===== config.mk =====
export PLATFORM = sky130hd
export DESIGN_NAME = wb_stream_writer_flat
export DESIGN_NICKNAME = d
export VERILOG_FILES = /design/src/rtl/wb_stream_pkg.sv /design/src/rtl/wshb_if.sv /design/src/rtl/stream_fifo.sv /design/src/rtl/wb_stream_writer.sv /design/src/flat_wrapper.sv
export SDC_FILE = /design/constraint.sdc
export NUM_CORES = 1
export LEC_CHECK = 0
export CAP_MARGIN = 10
export CORE_MARGIN = 1
export CORE_UTILIZATION = 65
export DETAILED_ROUTE_END_ITERATION = 8
export DONT_BUFFER_PORTS = 1
export PLACE_DENSITY = 0.83
export SETUP_SLACK_MARGIN = 0.02
export SLEW_MARGIN = 20
export SYNTH_ARGS = -nofsm -noshare
export SYNTH_HDL_FRONTEND = slang
export SYNTH_SLANG_ARGS = --single-unit

===== constraint.sdc =====
create_clock -name clk -period 4.17 [get_ports clk]
set_input_delay 0.2085 -clock clk [delete_from_list [all_inputs] [get_ports clk]]
set_output_delay 0.2085 -clock clk [all_outputs]
set_load 0.01 [all_outputs]

===== src/rtl/wb_stream_pkg.sv =====
// Shared types and constants for the Wishbone stream writer.
// The READ state only exists when WB_STREAM_READBACK_EN is defined.
package wb_stream_pkg;

  localparam logic [2:0] CTI_CLASSIC = 3'b000;
  localparam logic [1:0] BTE_LINEAR  = 2'b00;

  typedef enum logic [1:0] {
    IDLE   = 2'd0,
    WRITE  = 2'd1,
`ifdef WB_STREAM_READBACK_EN
    READ   = 2'd2,
`endif
    FINISH = 2'd3
  } state_t;

  // Byte address of a word index relative to a 4-byte aligned base.
  function automatic logic [31:0] wordAdr(input logic [31:0] base, input logic [15:0] idx);
    return base + {14'd0, idx, 2'b00};
  endfunction

  function automatic logic [15:0] satInc(input logic [15:0] v);
    return (v == 16'hFFFF) ? v : v + 16'd1;
  endfunction

endpackage


===== src/rtl/wshb_if.sv =====
// Wishbone classic bus bundle; clock and reset travel with the bus.
interface wshb_if (
  input logic clk,
  input logic rst
);

  logic [31:0] adr;
  logic [31:0] dat_ms;
  logic [31:0] dat_sm;
  logic        we;
  logic        stb;
  logic        cyc;
  logic [3:0]  sel;
  logic [2:0]  cti;
  logic [1:0]  bte;
  logic        ack;
  logic        err;
  logic        rty;

  modport master (
    input  clk, rst, dat_sm, ack, err, rty,
    output adr, dat_ms, we, stb, cyc, sel, cti, bte
  );

  modport slave (
    input  clk, rst, adr, dat_ms, we, stb, cyc, sel, cti, bte,
    output dat_sm, ack, err, rty
  );

endinterface


===== src/rtl/stream_fifo.sv =====
// Small synchronous FIFO with a combinational head output.
// clr empties the FIFO like reset does, without touching storage.
module stream_fifo #(
  parameter int WIDTH = 32,
  parameter int DEPTH = 4
) (
  input  logic             clk,
  input  logic             rst,
  input  logic             clr,
  input  logic             push,
  input  logic             pop,
  input  logic [WIDTH-1:0] din,
  output logic [WIDTH-1:0] dout,
  output logic             full,
  output logic             empty
);

  localparam int AW = (DEPTH > 1) ? $clog2(DEPTH) : 1;
  localparam int CW = AW + 1;

  logic [WIDTH-1:0] r_mem [DEPTH];
  logic [AW-1:0]    r_wrPtr;
  logic [AW-1:0]    r_rdPtr;
  logic [CW-1:0]    r_count;
  logic             w_doPush;
  logic             w_doPop;

  assign full     = (r_count == CW'(DEPTH));
  assign empty    = (r_count == '0);
  assign dout     = r_mem[r_rdPtr];
  assign w_doPush = push && !full;
  assign w_doPop  = pop && !empty;

  // Pointers wrap naturally because DEPTH is a power of two.
  always_ff @(posedge clk) begin
    if (rst || clr) begin
      r_wrPtr <= '0;
      r_rdPtr <= '0;
      r_count <= '0;
    end else begin
      if (w_doPush) r_wrPtr <= r_wrPtr + 1'b1;
      if (w_doPop)  r_rdPtr <= r_rdPtr + 1'b1;
      case ({w_doPush, w_doPop})
        2'b10:   r_count <= r_count + 1'b1;
        2'b01:   r_count <= r_count - 1'b1;
        default: r_count <= r_count;
      endcase
    end
  end

  always_ff @(posedge clk) begin
    if (w_doPush) r_mem[r_wrPtr] <= din;
  end

endmodule


===== src/rtl/wb_stream_writer.sv =====
// Buffers a 32-bit stream and writes it to consecutive Wishbone words.
// Define WB_STREAM_READBACK_EN to read back and verify every written word.
module wb_stream_writer
  import wb_stream_pkg::*;
#(
  parameter logic [31:0] ADR_BASE   = 32'h0000_0000,
  parameter int          NWORDS     = 2048,
  parameter int          FIFO_DEPTH = 4
) (
  wshb_if.master      wb_m,
  input  logic        start,
  input  logic [31:0] s_data,
  input  logic        s_valid,
  output logic        s_ready,
  output logic        busy,
  output logic        done,
  output logic        bus_err,
  output logic [15:0] word_cnt
`ifdef WB_STREAM_READBACK_EN
  ,
  output logic [15:0] rb_err_cnt
`endif
);

  localparam logic [15:0] NWORDS_W  = 16'(NWORDS);
  localparam logic [15:0] LAST_WORD = 16'(NWORDS - 1);

  state_t      r_state, w_stateNext;
  logic        r_cyc, r_stb, r_we, w_cycNext, w_stbNext, w_weNext;
  logic [31:0] r_adr, r_datMs, w_adrNext, w_datMsNext;
  logic [3:0]  r_sel, w_selNext;
  logic [15:0] r_wordCnt, w_wordCntNext, r_acceptCnt;
  logic        r_busErr, w_busErrNext;
  logic        w_fifoFull, w_fifoEmpty, w_push, w_pop, w_clr;
  logic [31:0] w_fifoHead;
  logic        w_ack, w_err, w_rty;
`ifdef WB_STREAM_READBACK_EN
  logic [15:0] r_rbErrCnt, w_rbErrCntNext;
  assign rb_err_cnt = r_rbErrCnt;
`else
  logic        w_unusedDatSm;
  assign w_unusedDatSm = ^wb_m.dat_sm;
`endif

  // Slave responses only count while a strobe is actually outstanding.
  assign w_ack   = r_stb && wb_m.ack;
  assign w_err   = r_stb && wb_m.err;
  assign w_rty   = r_stb && wb_m.rty;
  assign busy    = (r_state != IDLE);
  assign done    = (r_state == FINISH);
  assign w_clr   = (r_state == IDLE) && start;
  assign s_ready = busy && !w_fifoFull && (r_acceptCnt < NWORDS_W);
  assign w_push  = s_valid && s_ready;

  assign wb_m.cyc    = r_cyc;
  assign wb_m.stb    = r_stb;
  assign wb_m.we     = r_we;
  assign wb_m.adr    = r_adr;
  assign wb_m.dat_ms = r_datMs;
  assign wb_m.sel    = r_sel;
  assign wb_m.cti    = CTI_CLASSIC;
  assign wb_m.bte    = BTE_LINEAR;
  assign bus_err     = r_busErr;
  assign word_cnt    = r_wordCnt;

  // Leftovers from an aborted transfer are discarded when a new one starts.
  stream_fifo #(.WIDTH(32), .DEPTH(FIFO_DEPTH)) u_fifo (
    .clk  (wb_m.clk),
    .rst  (wb_m.rst),
    .clr  (w_clr),
    .push (w_push),
    .pop  (w_pop),
    .din  (s_data),
    .dout (w_fifoHead),
    .full (w_fifoFull),
    .empty(w_fifoEmpty)
  );

  always_ff @(posedge wb_m.clk) begin
    if (wb_m.rst || w_clr) r_acceptCnt <= '0;
    else if (w_push)       r_acceptCnt <= r_acceptCnt + 16'd1;
  end

  // Every bus output is computed here and registered below, so a launched
  // access stays frozen until the slave answers it.
  always_comb begin
    w_stateNext   = r_state;
    w_cycNext     = r_cyc;
    w_stbNext     = r_stb;
    w_weNext      = r_we;
    w_adrNext     = r_adr;
    w_datMsNext   = r_datMs;
    w_selNext     = r_sel;
    w_wordCntNext = r_wordCnt;
    w_busErrNext  = r_busErr;
    w_pop         = 1'b0;
`ifdef WB_STREAM_READBACK_EN
    w_rbErrCntNext = r_rbErrCnt;
`endif
    case (r_state)
      IDLE: begin
        if (start) begin
          w_stateNext   = WRITE;
          w_wordCntNext = '0;
          w_busErrNext  = 1'b0;
`ifdef WB_STREAM_READBACK_EN
          w_rbErrCntNext = '0;
`endif
        end
      end
      WRITE: begin
        if (w_err) begin
          w_busErrNext = 1'b1;
          w_cycNext    = 1'b0;
          w_stbNext    = 1'b0;
          w_stateNext  = FINISH;
        end else if (w_ack) begin
          w_pop         = 1'b1;
          w_wordCntNext = r_wordCnt + 16'd1;
`ifdef WB_STREAM_READBACK_EN
          w_weNext    = 1'b0;
          w_stateNext = READ;
`else
          w_cycNext = 1'b0;
          w_stbNext = 1'b0;
          if (r_wordCnt == LAST_WORD) w_stateNext = FINISH;
`endif
        end else if (w_rty) begin
          w_cycNext = 1'b0;
          w_stbNext = 1'b0;
        end else if (!r_stb && !w_fifoEmpty) begin
          w_cycNext   = 1'b1;
          w_stbNext   = 1'b1;
          w_weNext    = 1'b1;
          w_selNext   = 4'hF;
          w_adrNext   = wordAdr(ADR_BASE, r_wordCnt);
          w_datMsNext = w_fifoHead;
        end
      end
`ifdef WB_STREAM_READBACK_EN
      READ: begin
        if (w_err) begin
          w_busErrNext = 1'b1;
          w_cycNext    = 1'b0;
          w_stbNext    = 1'b0;
          w_stateNext  = FINISH;
        end else if (w_ack) begin
          w_cycNext = 1'b0;
          w_stbNext = 1'b0;
          if (wb_m.dat_sm != r_datMs) w_rbErrCntNext = satInc(r_rbErrCnt);
          w_stateNext = (r_wordCnt == NWORDS_W) ? FINISH : WRITE;
        end else if (w_rty) begin
          w_cycNext = 1'b0;
          w_stbNext = 1'b0;
        end else if (!r_stb) begin
          w_cycNext = 1'b1;
          w_stbNext = 1'b1;
        end
      end
`endif
      FINISH:  w_stateNext = IDLE;
      default: w_stateNext = IDLE;
    endcase
  end

  always_ff @(posedge wb_m.clk) begin
    if (wb_m.rst) begin
      r_state   <= IDLE;
      r_cyc     <= 1'b0;
      r_stb     <= 1'b0;
      r_we      <= 1'b0;
      r_adr     <= '0;
      r_datMs   <= '0;
      r_sel     <= '0;
      r_wordCnt <= '0;
      r_busErr  <= 1'b0;
`ifdef WB_STREAM_READBACK_EN
      r_rbErrCnt <= '0;
`endif
    end else begin
      r_state   <= w_stateNext;
      r_cyc     <= w_cycNext;
      r_stb     <= w_stbNext;
      r_we      <= w_weNext;
      r_adr     <= w_adrNext;
      r_datMs   <= w_datMsNext;
      r_sel     <= w_selNext;
      r_wordCnt <= w_wordCntNext;
      r_busErr  <= w_busErrNext;
`ifdef WB_STREAM_READBACK_EN
      r_rbErrCnt <= w_rbErrCntNext;
`endif
    end
  end

endmodule


===== src/flat_wrapper.sv =====
// flat-port wrapper written by rule: the top's interface ports become plain ports
module wb_stream_writer_flat import wb_stream_pkg::*;
#(
  parameter logic [31:0] ADR_BASE   = 32'h0000_0000,
  parameter int          NWORDS     = 2048,
  parameter int          FIFO_DEPTH = 4
)
  (start, s_data, s_valid, s_ready, busy, done, bus_err, word_cnt, clk, rst, wb_m_dat_sm, wb_m_ack, wb_m_err, wb_m_rty, wb_m_adr, wb_m_dat_ms, wb_m_we, wb_m_stb, wb_m_cyc, wb_m_sel, wb_m_cti, wb_m_bte);
  wshb_if wb_m_i (.clk(clk), .rst(rst));
  input  logic start;
  input  logic [31:0] s_data;
  input  logic s_valid;
  output logic s_ready;
  output logic busy;
  output logic done;
  output logic bus_err;
  output logic [15:0] word_cnt;
  input wire logic clk;
  input wire logic rst;
  input wire logic [$bits(wb_m_i.dat_sm)-1:0] wb_m_dat_sm;
  input wire logic [$bits(wb_m_i.ack)-1:0] wb_m_ack;
  input wire logic [$bits(wb_m_i.err)-1:0] wb_m_err;
  input wire logic [$bits(wb_m_i.rty)-1:0] wb_m_rty;
  output wire logic [$bits(wb_m_i.adr)-1:0] wb_m_adr;
  output wire logic [$bits(wb_m_i.dat_ms)-1:0] wb_m_dat_ms;
  output wire logic [$bits(wb_m_i.we)-1:0] wb_m_we;
  output wire logic [$bits(wb_m_i.stb)-1:0] wb_m_stb;
  output wire logic [$bits(wb_m_i.cyc)-1:0] wb_m_cyc;
  output wire logic [$bits(wb_m_i.sel)-1:0] wb_m_sel;
  output wire logic [$bits(wb_m_i.cti)-1:0] wb_m_cti;
  output wire logic [$bits(wb_m_i.bte)-1:0] wb_m_bte;
  assign wb_m_i.dat_sm = wb_m_dat_sm;
  assign wb_m_i.ack = wb_m_ack;
  assign wb_m_i.err = wb_m_err;
  assign wb_m_i.rty = wb_m_rty;
  assign wb_m_adr = wb_m_i.adr;
  assign wb_m_dat_ms = wb_m_i.dat_ms;
  assign wb_m_we = wb_m_i.we;
  assign wb_m_stb = wb_m_i.stb;
  assign wb_m_cyc = wb_m_i.cyc;
  assign wb_m_sel = wb_m_i.sel;
  assign wb_m_cti = wb_m_i.cti;
  assign wb_m_bte = wb_m_i.bte;
  wb_stream_writer #(.ADR_BASE(ADR_BASE), .NWORDS(NWORDS), .FIFO_DEPTH(FIFO_DEPTH)) u_core (.wb_m(wb_m_i), .start(start), .s_data(s_data), .s_valid(s_valid), .s_ready(s_ready), .busy(busy), .done(done), .bus_err(bus_err), .word_cnt(word_cnt));
endmodule

==> metrics <==
most used cell, CP inv_1; Syn Area/Cell 13.0 um^2; hold buffer count at cts 36; area leader, netlist edfxtp_1; number of antenna violations at the first check in global routing 0; Num CTS Buffers 21; synth unique cells 47; CP arrival ~3600 ps; outcome finished clean; hold crit path type primary input to flop; clock sink count 220; Area Growth Syn to Fin 11.8%; Cells after Synth approximately 660; wire length of the first global-routing pass 26,200 um; vias in the first global route 5,196; largest net degree at the start of global routing between 50 and 60; Chip Width around 120 um; Setup Total Neg Slack 0 ps; Design Area, Final between 9000 and 10,000 um^2; Starting DRT DRC Count 302; Root Buffer clkbuf_16; post-route ant nets 0; Adder-Cell Fraction of Synth Area under 10%; PD cells ~450 nW/um^2; gp weighted congestion about 0.83; GRT Total Usage about a quarter; CP peak stage delay 500 ps; DRT Pass-1 Iters 5; Hold Path Depth 3; fin. max-slew vios 0; max_cap viols 0; Setup crit start u_core.u_fifo.r_count[2]; CTS tree built; R2R cell count 10; setup violators final 0; layout cells sized above 1 about an eighth; DP Area 8580 um^2; CP Capture Type flop; final WL 17,400 um; Layout Nets between 700 and 800; Clk pwr share 42.9%; Vias approximately 5.3k; Die Ht 117 um; worst r2r dst u_core.u_fifo.r_count[2]; P_leak slightly above 3 nW; IO Count roughly 170; Slew Limit Headroom 32.9%; post-CTS sizing 0; GR Overflow Total 0; post-synthesis xor/xnor area fraction less than 1%; RSZ-0062 raised after global routing no; Clock transition at path regs 60 ps; Synth Area in Compound Gates ~6.4%; Switching Share between 20% and 30%; main combinational cell family by area after synthesis simple AND/OR/NAND/NOR gates; register share of total power 54.0%; Via-to-Cell Ratio between 6 and 7; worst-path fanout max 16; VDD IR max approximately 370 uV; P_sw around 0.87 mW; crit path launch type flop; Synth Cell Area between 8000 and 9000 um^2; Logic pwr share 3.2%; H-tree depth 1; Clock Path Buffers 3; fmax roughly 320 MHz; synthesized flop and latch total 220; critical path class flop to flop; Critical Path RT roughly 4600 ps; row count 41; Residual DRC 0; Initial Utilization ~68%; worst-margin pin slew roughly 1000 ps; post-route setup slack approximately 1000 ps; final hold vios 0; core box area 12,800 um^2; Post-CTS Setup Inserts 0; per-cell routed wire length around 20 um; reg2reg setup slack ~1000 ps; critical path's slowest cell or3b_2; asr flop ratio synth 0%; hold path startpoint wb_m_err; clk_skew 10.8 ps; Post-synth EDFFs around 130; period utilisation layout approximately three quarters; Top FF cell, synth edfxtp_1; die area between 10,000 and 15,000 um^2; Area contributors post-synth edfxtp_1 45%, dfxtp_1 21%, mux4_2 8.4%; later-pin clock latency in the skew report between 400 and 500 ps; post-synth top area share ~45%; dpl ws between 1000 and 1500 ps; WHS roughly 7.5 ps; mux contribution to synthesized area under 10%; I/O Buffers 0; internal power 3.46 mW; Hold EP u_core.r_state[1]; Layout fillers between 700 and 800; fin crit period between 3000 and 4000 ps; DPL Wire Length between 9000 and 10,000 um; critical path, cell by cell or3b_2, nand4_1, inv_1, nand2_1, ha_1, inv_1, fa_1, xor2_1, or3_1, a21oi_1; Worst R2R Start u_core.u_fifo.r_count[2]; Synth Area in Simple Gates between 10% and 20%; sequential area share after synthesis 65.9%; Synth Warn # 0
## power by group through the flow
stage	clock, mW	sequential, mW	combinational, mW
after floorplan	0	2.38	0.0965
after global placement	0	2.38	0.0807
after detailed placement	0	2.38	0.0840
after CTS	1.87	2.34	0.136
after global routing	1.96	2.34	0.151
final	1.86	2.34	0.137
## layout by cell type (no fill, tap or decap), drive strengths merged, types with 2 or more instances in the layout
| master | count |
|---|---|
| edfxtp | 128 |
| nand2 | 108 |
| dfxtp | 92 |
| a21oi | 71 |
| dlygate4sd3 | 35 |
| mux4 | 32 |
| clkbuf | 26 |
| nor2 | 21 |
| conb | 21 |
| inv | 16 |
| nand3 | 13 |
| or3 | 13 |
| o21ai | 12 |
| nand4 | 9 |
| nor3 | 9 |
| o31ai | 8 |
| or4 | 8 |
| and2 | 7 |
| xnor2 | 7 |
| ha | 7 |
| clkinv | 7 |
| and3 | 5 |
| mux2i | 4 |
| nor4 | 3 |
| nand2b | 3 |
| buf | 3 |
| or2 | 2 |
| and4 | 2 |
| a2111oi | 2 |
| xor2 | 2 |
| bufinv | 2 |
| clkinvlp | 2 |
| nand4b | 2 |
## worst max-delay path by stage
stage	endpoint	slack (ps)
after CTS	u_core.u_fifo.r_count[2]	1040
after detailed placement	u_core.u_fifo.r_count[2]	1070
after global placement	u_core.u_fifo.r_count[2]	1250
after global routing	u_core.u_fifo.r_count[2]	860
final	u_core.u_fifo.r_count[2]	1010
after floorplan	u_core.u_fifo.r_count[2]	1630
## metrics by stage
step / util (%) / power [mW] / std cells
floorplan: - / 2.47 / 683
global placement: 67.2 / 2.46 / 794
detailed placement: 67.2 / 2.47 / 794
CTS: 75.5 / 4.35 / 868
global route: 75.5 / 4.44 / 868
finish: 75.5 / 4.33 / 869
## state kept, by name (all words and copies together), names as in the netlist
register,cells
u_core.wb_m.stb,1
u_core.u_fifo.r_mem,128
u_core.word_cnt,16
u_core.wb_m.dat_ms,32
u_core.r_acceptCnt,16
u_core.bus_err,1
u_core.u_fifo.r_rdPtr,2
u_core.wb_m.adr,16
u_core.r_state,2
u_core.u_fifo.r_count,3
u_core.wb_m.we,1
u_core.u_fifo.r_wrPtr,2
## layer usage
layer  track usage [%]  wire length (um)  vias up
li1                  -                 -     2413
met5                 0                 0        -
met3              6.90              1630       35
met1              30.4              6590     2579
met2              45.5              8820      239
met4              9.28               407        0
## cell usage after synthesis, drive strengths merged (4+ instances only)
cell type,instances
nand3,13
o31ai,8
nor2,21
edfxtp,128
mux2i,4
buf,40
nand2,108
ha,7
xnor2,7
inv,15
dfxtp,92
nor3,9
and2,7
a21oi,71
clkbuf,23
nand4,9
or4,8
o21ai,12
or3,13
and3,5
mux4,32
## worst max-delay path: cells and delay by family, from the launching register on
kind / cells / cell delay, ps
fa+ha+maj: 2 / 580
flops: 1 / 370
simple gates: 4 / 1400
xor+xnor: 1 / 160
buf+inv: 2 / 400
compound gates: 1 / 180
## cell families after synthesis
kind of cell / after synthesis
compound gates: 100
fa+ha+maj: 8
other cells: 1
flops: 220
simple gates: 210
mux: 37
buf+inv: 78
xor+xnor: 9
## layout make-up
class | count | area, um^2 | area share, %
diodes | 1 | 2.50 | 0.0260
flip-flops and latches | 220 | 5690 | 59.0
clock inverters | 12 | 115 | 1.19
multi-input cells | 385 | 2610 | 27.0
repair buffers | 38 | 393 | 4.07
well taps | 172 | 215 | 2.23
inverters | 15 | 56.3 | 0.584
clock buffers | 26 | 564 | 5.85
(Power assumes the default switching activity.)
